File: config.mk
export PLATFORM = sky130hd
export DESIGN_NAME = scroll_scheduler_flat
export DESIGN_NICKNAME = d
export VERILOG_FILES = /design/src/rtl/scroll_scheduler_if.sv /design/src/rtl/scroll_scheduler.sv /design/src/flat_wrapper.sv
export SDC_FILE = /design/constraint.sdc
export NUM_CORES = 1
export LEC_CHECK = 0
export ABC_AREA = 1
export CORE_MARGIN = 5
export CORE_UTILIZATION = 28
export CTS_BUF_LIST = sky130_fd_sc_hd__clkbuf_8
export CTS_CLUSTER_DIAMETER = 80
export DETAILED_ROUTE_END_ITERATION = 7
export PLACE_DENSITY = 0.52
export SLEW_MARGIN = 10
export SYNTH_ARGS = -nofsm -noshare
export SYNTH_HDL_FRONTEND = slang
export SYNTH_SLANG_ARGS = --single-unit
File: constraint.sdc
create_clock -name clk -period 5.3 [get_ports clk]
set_clock_uncertainty 0.05 [all_clocks]
set_input_delay 1.59 -clock clk [delete_from_list [all_inputs] [get_ports clk]]
set_output_delay 1.59 -clock clk [all_outputs]
set_load 0.01 [all_outputs]
File: src/rtl/scroll_scheduler_if.sv
// Bus bundle between the button/frame front end and the scroll scheduler.
// The master drives the one-cycle request pulses and the frame strobe.
// The slave (the scheduler) returns the offset and its status.
interface scroll_scheduler_if #(
  parameter int OFFSET_W = 4
);
  logic                step_pulse;
  logic                mode_pulse;
  logic                pause_pulse;
  logic                frame_sync;
  logic [OFFSET_W-1:0] offset;
  logic                offset_update;
  logic [1:0]          state;
  logic                pending;

  modport master (
    output step_pulse, mode_pulse, pause_pulse, frame_sync,
    input  offset, offset_update, state, pending
  );

  modport slave (
    input  step_pulse, mode_pulse, pause_pulse, frame_sync,
    output offset, offset_update, state, pending
  );
endinterface

File: src/rtl/scroll_scheduler.sv
// Scroll scheduler: produces the message-memory offset for the character decoder.
// There are three modes: MANUAL (button stepping), AUTO_RUN (timed stepping) and
// AUTO_PAUSE (timer frozen, button single-steps).
// An offset change only lands on a frame_sync edge, so one refresh frame never
// mixes two offsets. A request that misses the frame edge is held as a single
// pending step.
// Optional macro SCROLL_BOUNCE_EN: when defined, the offset ping-pongs between
// 0 and MSG_LEN-1 instead of wrapping.
module scroll_scheduler #(
  parameter int TICK_DIV = 2500000,
  parameter int MSG_LEN  = 16,
  parameter int OFFSET_W = 4
) (
  input  logic                clk,
  input  logic                reset,  // synchronous, active-low
  scroll_scheduler_if.slave   bus
);

  localparam int TICK_W = $clog2(TICK_DIV);
  localparam logic [TICK_W-1:0]   TICK_MAX = TICK_W'(TICK_DIV - 1);
  localparam logic [OFFSET_W-1:0] OFF_LAST = OFFSET_W'(MSG_LEN - 1);

  typedef enum logic [1:0] {
    ST_MANUAL     = 2'b00,
    ST_AUTO_RUN   = 2'b01,
    ST_AUTO_PAUSE = 2'b10
  } state_t;

  state_t              r_state;
  logic [TICK_W-1:0]   r_tick;
  logic [OFFSET_W-1:0] r_offset;
  logic                r_update;
  logic                r_pending;

  logic                w_req;      // a step is requested this cycle
  logic                w_discard;  // leaving auto mode drops any queued step
  logic [OFFSET_W-1:0] w_offset_adv;

`ifdef SCROLL_BOUNCE_EN
  logic r_dir_down;
  logic w_dir_adv;

  // Next offset and direction for one step in ping-pong mode
  always_comb begin
    w_offset_adv = r_offset;
    w_dir_adv    = r_dir_down;
    if (!r_dir_down) begin
      if (r_offset == OFF_LAST) begin
        w_offset_adv = OFFSET_W'(MSG_LEN - 2);
        w_dir_adv    = 1'b1;
      end else begin
        w_offset_adv = r_offset + 1'b1;
      end
    end else begin
      if (r_offset == '0) begin
        w_offset_adv = OFFSET_W'(1);
        w_dir_adv    = 1'b0;
      end else begin
        w_offset_adv = r_offset - 1'b1;
      end
    end
  end

  // Direction only changes when a step is actually applied
  always_ff @(posedge clk) begin
    if (!reset) begin
      r_dir_down <= 1'b0;
    end else if (!w_discard && bus.frame_sync && (w_req || r_pending)) begin
      r_dir_down <= w_dir_adv;
    end
  end
`else
  // Next offset for one step in wrapping mode
  always_comb begin
    w_offset_adv = (r_offset == OFF_LAST) ? '0 : r_offset + 1'b1;
  end
`endif

  // Decode which event wins this cycle (mode > pause > step/tick)
  always_comb begin
    w_req     = 1'b0;
    w_discard = 1'b0;
    unique case (r_state)
      ST_MANUAL: begin
        // pause has no meaning here, so a step alongside it still counts
        w_req = !bus.mode_pulse && bus.step_pulse;
      end
      ST_AUTO_RUN: begin
        w_discard = bus.mode_pulse;
        w_req     = !bus.mode_pulse && !bus.pause_pulse && (r_tick == TICK_MAX);
      end
      ST_AUTO_PAUSE: begin
        w_discard = bus.mode_pulse;
        w_req     = !bus.mode_pulse && !bus.pause_pulse && bus.step_pulse;
      end
      default: begin
        w_req     = 1'b0;
        w_discard = 1'b0;
      end
    endcase
  end

  // Mode FSM, tick timer, pending queue and frame-aligned offset update
  always_ff @(posedge clk) begin
    if (!reset) begin
      r_state   <= ST_MANUAL;
      r_tick    <= '0;
      r_offset  <= '0;
      r_update  <= 1'b0;
      r_pending <= 1'b0;
    end else begin
      unique case (r_state)
        ST_MANUAL: begin
          if (bus.mode_pulse) begin
            r_state <= ST_AUTO_RUN;
            r_tick  <= '0;
          end
        end
        ST_AUTO_RUN: begin
          if (bus.mode_pulse) begin
            r_state <= ST_MANUAL;
            r_tick  <= '0;
          end else if (bus.pause_pulse) begin
            r_state <= ST_AUTO_PAUSE;  // tick freezes at its current value
          end else if (r_tick == TICK_MAX) begin
            r_tick <= '0;
          end else begin
            r_tick <= r_tick + 1'b1;
          end
        end
        ST_AUTO_PAUSE: begin
          if (bus.mode_pulse) begin
            r_state <= ST_MANUAL;
            r_tick  <= '0;
          end else if (bus.pause_pulse) begin
            r_state <= ST_AUTO_RUN;    // resumes from the held tick
          end
        end
        default: begin
          r_state <= ST_MANUAL;
          r_tick  <= '0;
        end
      endcase

      r_update <= 1'b0;
      if (w_discard) begin
        r_pending <= 1'b0;
      end else if (bus.frame_sync) begin
        if (w_req || r_pending) begin
          r_offset <= w_offset_adv;
          r_update <= 1'b1;
        end
        r_pending <= 1'b0;
      end else if (w_req) begin
        // a second request while one is queued is simply absorbed
        r_pending <= 1'b1;
      end
    end
  end

  assign bus.offset        = r_offset;
  assign bus.offset_update = r_update;
  assign bus.state         = r_state;
  assign bus.pending       = r_pending;

endmodule

File: src/flat_wrapper.sv
// flat-port wrapper written by rule: the top's interface ports become plain ports
module scroll_scheduler_flat 
#(
  parameter int TICK_DIV = 2500000,
  parameter int MSG_LEN  = 16,
  parameter int OFFSET_W = 4
)
  (clk, reset, bus_step_pulse, bus_mode_pulse, bus_pause_pulse, bus_frame_sync, bus_offset, bus_offset_update, bus_state, bus_pending);
  scroll_scheduler_if #(.OFFSET_W(OFFSET_W)) bus_i ();
  input  logic clk;
  input  logic reset;
  input wire logic [$bits(bus_i.step_pulse)-1:0] bus_step_pulse;
  input wire logic [$bits(bus_i.mode_pulse)-1:0] bus_mode_pulse;
  input wire logic [$bits(bus_i.pause_pulse)-1:0] bus_pause_pulse;
  input wire logic [$bits(bus_i.frame_sync)-1:0] bus_frame_sync;
  output wire logic [$bits(bus_i.offset)-1:0] bus_offset;
  output wire logic [$bits(bus_i.offset_update)-1:0] bus_offset_update;
  output wire logic [$bits(bus_i.state)-1:0] bus_state;
  output wire logic [$bits(bus_i.pending)-1:0] bus_pending;
  assign bus_i.step_pulse = bus_step_pulse;
  assign bus_i.mode_pulse = bus_mode_pulse;
  assign bus_i.pause_pulse = bus_pause_pulse;
  assign bus_i.frame_sync = bus_frame_sync;
  assign bus_offset = bus_i.offset;
  assign bus_offset_update = bus_i.offset_update;
  assign bus_state = bus_i.state;
  assign bus_pending = bus_i.pending;
  scroll_scheduler #(.TICK_DIV(TICK_DIV), .MSG_LEN(MSG_LEN), .OFFSET_W(OFFSET_W)) u_core (.clk(clk), .reset(reset), .bus(bus_i));
endmodule
==> results.md <==
Synthesis:
- Multiplexer cells account for 0% of the synthesized area.
- When the netlist entered floorplanning its net count stood at 246.
- By count the netlist is led by nand2_1, nor2_1, inv_1, dfxtp_1.
- The area share of the leading cell type in the synthesized netlist is 35.8%.
- After synthesis the cells add up to 0.00168 mm^2.
- The combinational family with the most area after synthesis is simple AND/OR/NAND/NOR gates.
- Counting distinct cell types in the post-synthesis netlist gives 28.
- The compound-gate portion of the synthesized area is 8.95%.
- The post-synthesis async set-or-reset flop share is 0%.
- Summing the areas of all and, or, nand and nor instances in the mapped netlist gives between 30% and 40% of the synthesized area.
- After synthesis, the cell types taking the most area are dfxtp_1, nand2_1, nor2_1, inv_1, ha_1.
- After technology mapping, the gate count stands at 234.
- The most used flip-flop cell after synthesis is dfxtp_1.
- dfxtp_1 takes more of the synthesized area than any other cell.
- Each instance of the synthesized netlist takes up on average 7.17 um^2.
- Synthesis inferred 30 register bits.
- After Yosys synthesis, full adders, half adders and majority gates account for under 10% of the synthesized area.
- The xor/xnor share of the synthesized area is around 5.2%.
- The part of the Yosys area used for sequential elements is between 30 and 40%.
- The synthesis warning total is 0.
- The synthesized design contains 0 enable-type register cells.

Routing:
- In the final routed layout, each cell accounts on average for 10.6 um.
- In the routed design, unresolved DRC markers number 0.
- The routed layout has roughly 1500 vias.
- The detail route stage leaves a number of antenna-violating nets equal to 0.
- The count of TritonRoute iterations in the first routing pass is 4.
- The via count normalized by instance count is ~4.5.
- The first routing iteration left 63 violations.
- The detailed-route wire length is 3450 um.

Clock network:
- Clock tree synthesis inserted a total of 5 buffers.
- The longest clock path from root to sink contains 2 buffers.
- The maximum level of the CTS H-tree is 2.
- The count of instances resized after the clock tree is built is 0.
- The CTS tree is built.
- The master cell of the clock root buffer is clkbuf_8.
- The clock slew at the register clock pins of the worst setup and hold paths is approximately 0.06 ns.
- In this run, post-CTS hold repair placed 0 buffers.
- For the worst-skew pair, the clock arrives at the later sink with an insertion delay of between 0.2 and 0.3 ns.
- The number of sinks driven by the clock tree is 30.
- The post-CTS setup buffer count is 0.

Finish:
- The diode insertion count for antenna repair is 0.
- The area growth from synthesis to layout is 16.9%.
- The multi-input gate area in the final layout is 930 um^2.
- The sequential cells in the finished layout cover a total of roughly 600 um^2.
- The number of nets in the finished design is 263.
- The ratio of cells with drive above 1 in the final layout is 12.4%.
- The layout filler cell count is 683.

Worst setup path:
- At the worst endpoint, the required time is 5.47 ns.
- STA classifies the critical path endpoint as a flop.
- For this run, the slowest stage of the critical path takes 0.50 ns.
- The buffering stage count on the worst path with inverters included is 2.
- The highest fanout seen on the critical path is 22.
- The arrival time at the worst endpoint is 3.59 ns.
- The largest delay contributor family on the critical path is simple AND/OR/NAND/NOR gates.
- Walking the worst path, the cells encountered are clkdlybuf4s50_1 > nor2_2 > nand2_2 > nand2_4 > inv_1 > nand2_1 > nand2_1 > a21oi_1 > o21a_1.
- The library cell contributing the largest single delay on the critical path is clkdlybuf4s50_1.
- The critical path in this run is classified as in -> reg.
- The cell repeated most along the worst path is nand2_1.
- STA classifies the critical path startpoint as a primary input.

Die:
- The total I/O pin count is 14.
- The floorplan step defined a die boundary enclosing 0.00764 mm^2.
- The effective utilization at floorplan is between 20 and 30%.
- The die width is 87.4 um.
- The row count is 28.
- The die is 87.4 um tall.
- After floorplanning, the core was sized to cover about 0.0059 mm^2.

Pwr:
- The largest vdd supply drop is 0.157 mV.
- In this run the power density over the cells is about 290 mW/mm^2.
- For this design the static power due to leakage is 0.000698 uW.

STA:
- The share of the clock period used by the worst path is 64.5%.
- Setup repair after global routing left no endpoint under its margin.
- Derived from the worst setup path, the maximum achievable clock frequency is 292 MHz.
- Final hold analysis gives a worst-case slack of 0.452 ns.
- The slew at the pin with the worst max-slew slack is 0.774 ns.
- The worst pin sits at a relative slew slack of 48.3%.
- The post-layout minimum cycle time is 3.42 ns.
- For the final routed database, the setup TNS stands at 0 ns.
- The final hold violation count is 0.
- The total count of max-transition violations in the final report is 0.
- Setup violations remaining at the end of the flow were counted as 0.

Global route:
- The overall routing resource usage is 10.5%.
- Entering global routing, the biggest net connects 23 pins.
- The via count of the first global-routing pass is 1458.
- The total overflow left after global routing is 0.
- The number of antenna violations at the first check in global routing was 0.
- The wire length of the first global-routing pass is 6340 um.

Placed design:
- The congestion estimate from routability-driven global placement came to ~0.77.
- The count of buffers added on input and output ports is 13.
- After legalization and detailed placement, the total HPWL measured 2620 um.

Flow run:
- The reported max-cap violation count is 0.

Status:
- The run finished with clean final reports.

Hold path:
- The tightest min-delay check is of the reg -> reg type.
-- placed cells by master, fill, tap and decap left out, types with 8 or more instances in the layout --
cell type and count:
dfxtp_1 30, inv_1 32, xor2_1 8, nand2_1 37, clkdlybuf4s50_1 13, nand3_1 13
nor2_1 37, a21oi_1 13, nor3_1 10
-- layout make-up --
type | count | share of cell area [%]
multi-input combinational | 168 | 47.4
sequential | 30 | 30.6
timing repair buffer | 13 | 6.64
inverter | 33 | 6.32
tap | 75 | 4.79
clock buffer | 6 | 4.21
-- cells by family (layout without fill, tap and decap cells) --
family	after synthesis	in the layout
compound gates	26	26
flops	30	30
xor+xnor	10	10
buf+inv	36	52
simple gates	126	126
fa+ha+maj	6	6
-- sequential cells by signal, summed over array words and instances (netlist names) --
name	flops
u_core.bus.offset	4
u_core.bus.offset_update	1
u_core.bus.pending	1
u_core.bus.state	2
u_core.r_tick	22
-- power by group --
part / switching, uW / internal [uW]
Clock: 83.6 / 100
Sequential: 11.3 / 237
Combinational: 85.9 / 50.5
Total: 181 / 387
-- metrics by stage --
| stage | utilization (%) | power [uW] | area, um^2 | setup WS (ns) | cells |
|---|---|---|---|---|---|
| 6_report | 33.3 | 568 | 1960 | 1.88 | 325 |
| 5_1_grt | 33.3 | 612 | 1960 | 1.67 | 325 |
| 4_1_cts | 33.3 | 578 | 1960 | 1.87 | 325 |
| 3_5_place_dp | 31.9 | 391 | 1880 | 1.58 | 319 |
| 3_3_place_gp | 31.9 | 391 | 1880 | 1.64 | 319 |
| 2_1_floorplan | - | 356 | 1680 | 2.70 | 234 |
-- metal layers --
| layer | part of all wire, % | GRT usage (%) | vias up | wire length, um |
|---|---|---|---|---|
| li1 | - | - | 773 | - |
| met1 | 49 | 13.2 | 656 | 1710 |
| met2 | 46 | 16.8 | 25 | 1580 |
| met3 | 3.7 | 3.12 | 4 | 128 |
| met4 | 0.84 | 3.77 | 0 | 29 |
| met5 | 0 | 0 | - | 0 |
-- final timing paths --
kind | start | endpoint | slack (ns) | depth (start not counted)
setup / recovery | bus_mode_pulse | u_core.r_tick[16]$_SDFFE_PN0P_ | 1.88 | 9
hold / removal | u_core.bus.offset[1]$_SDFFE_PN0P_ | u_core.bus.offset[1]$_SDFFE_PN0P_ | 0.45 | 2
setup reg to reg | u_core.bus.state[1]$_SDFFE_PN0P_ | u_core.r_tick[16]$_SDFFE_PN0P_ | 3.11 | 11
hold reg to reg | u_core.bus.offset[1]$_SDFFE_PN0P_ | u_core.bus.offset[1]$_SDFFE_PN0P_ | 0.45 | 2
-- tightest hold or removal path, cell delays in order, from the launching register on --
cell,delay [ns]
dfxtp_1,0.33
nand2_1,0.07
a21oi_1,0.05
Power figures use the tool's default switching activity.
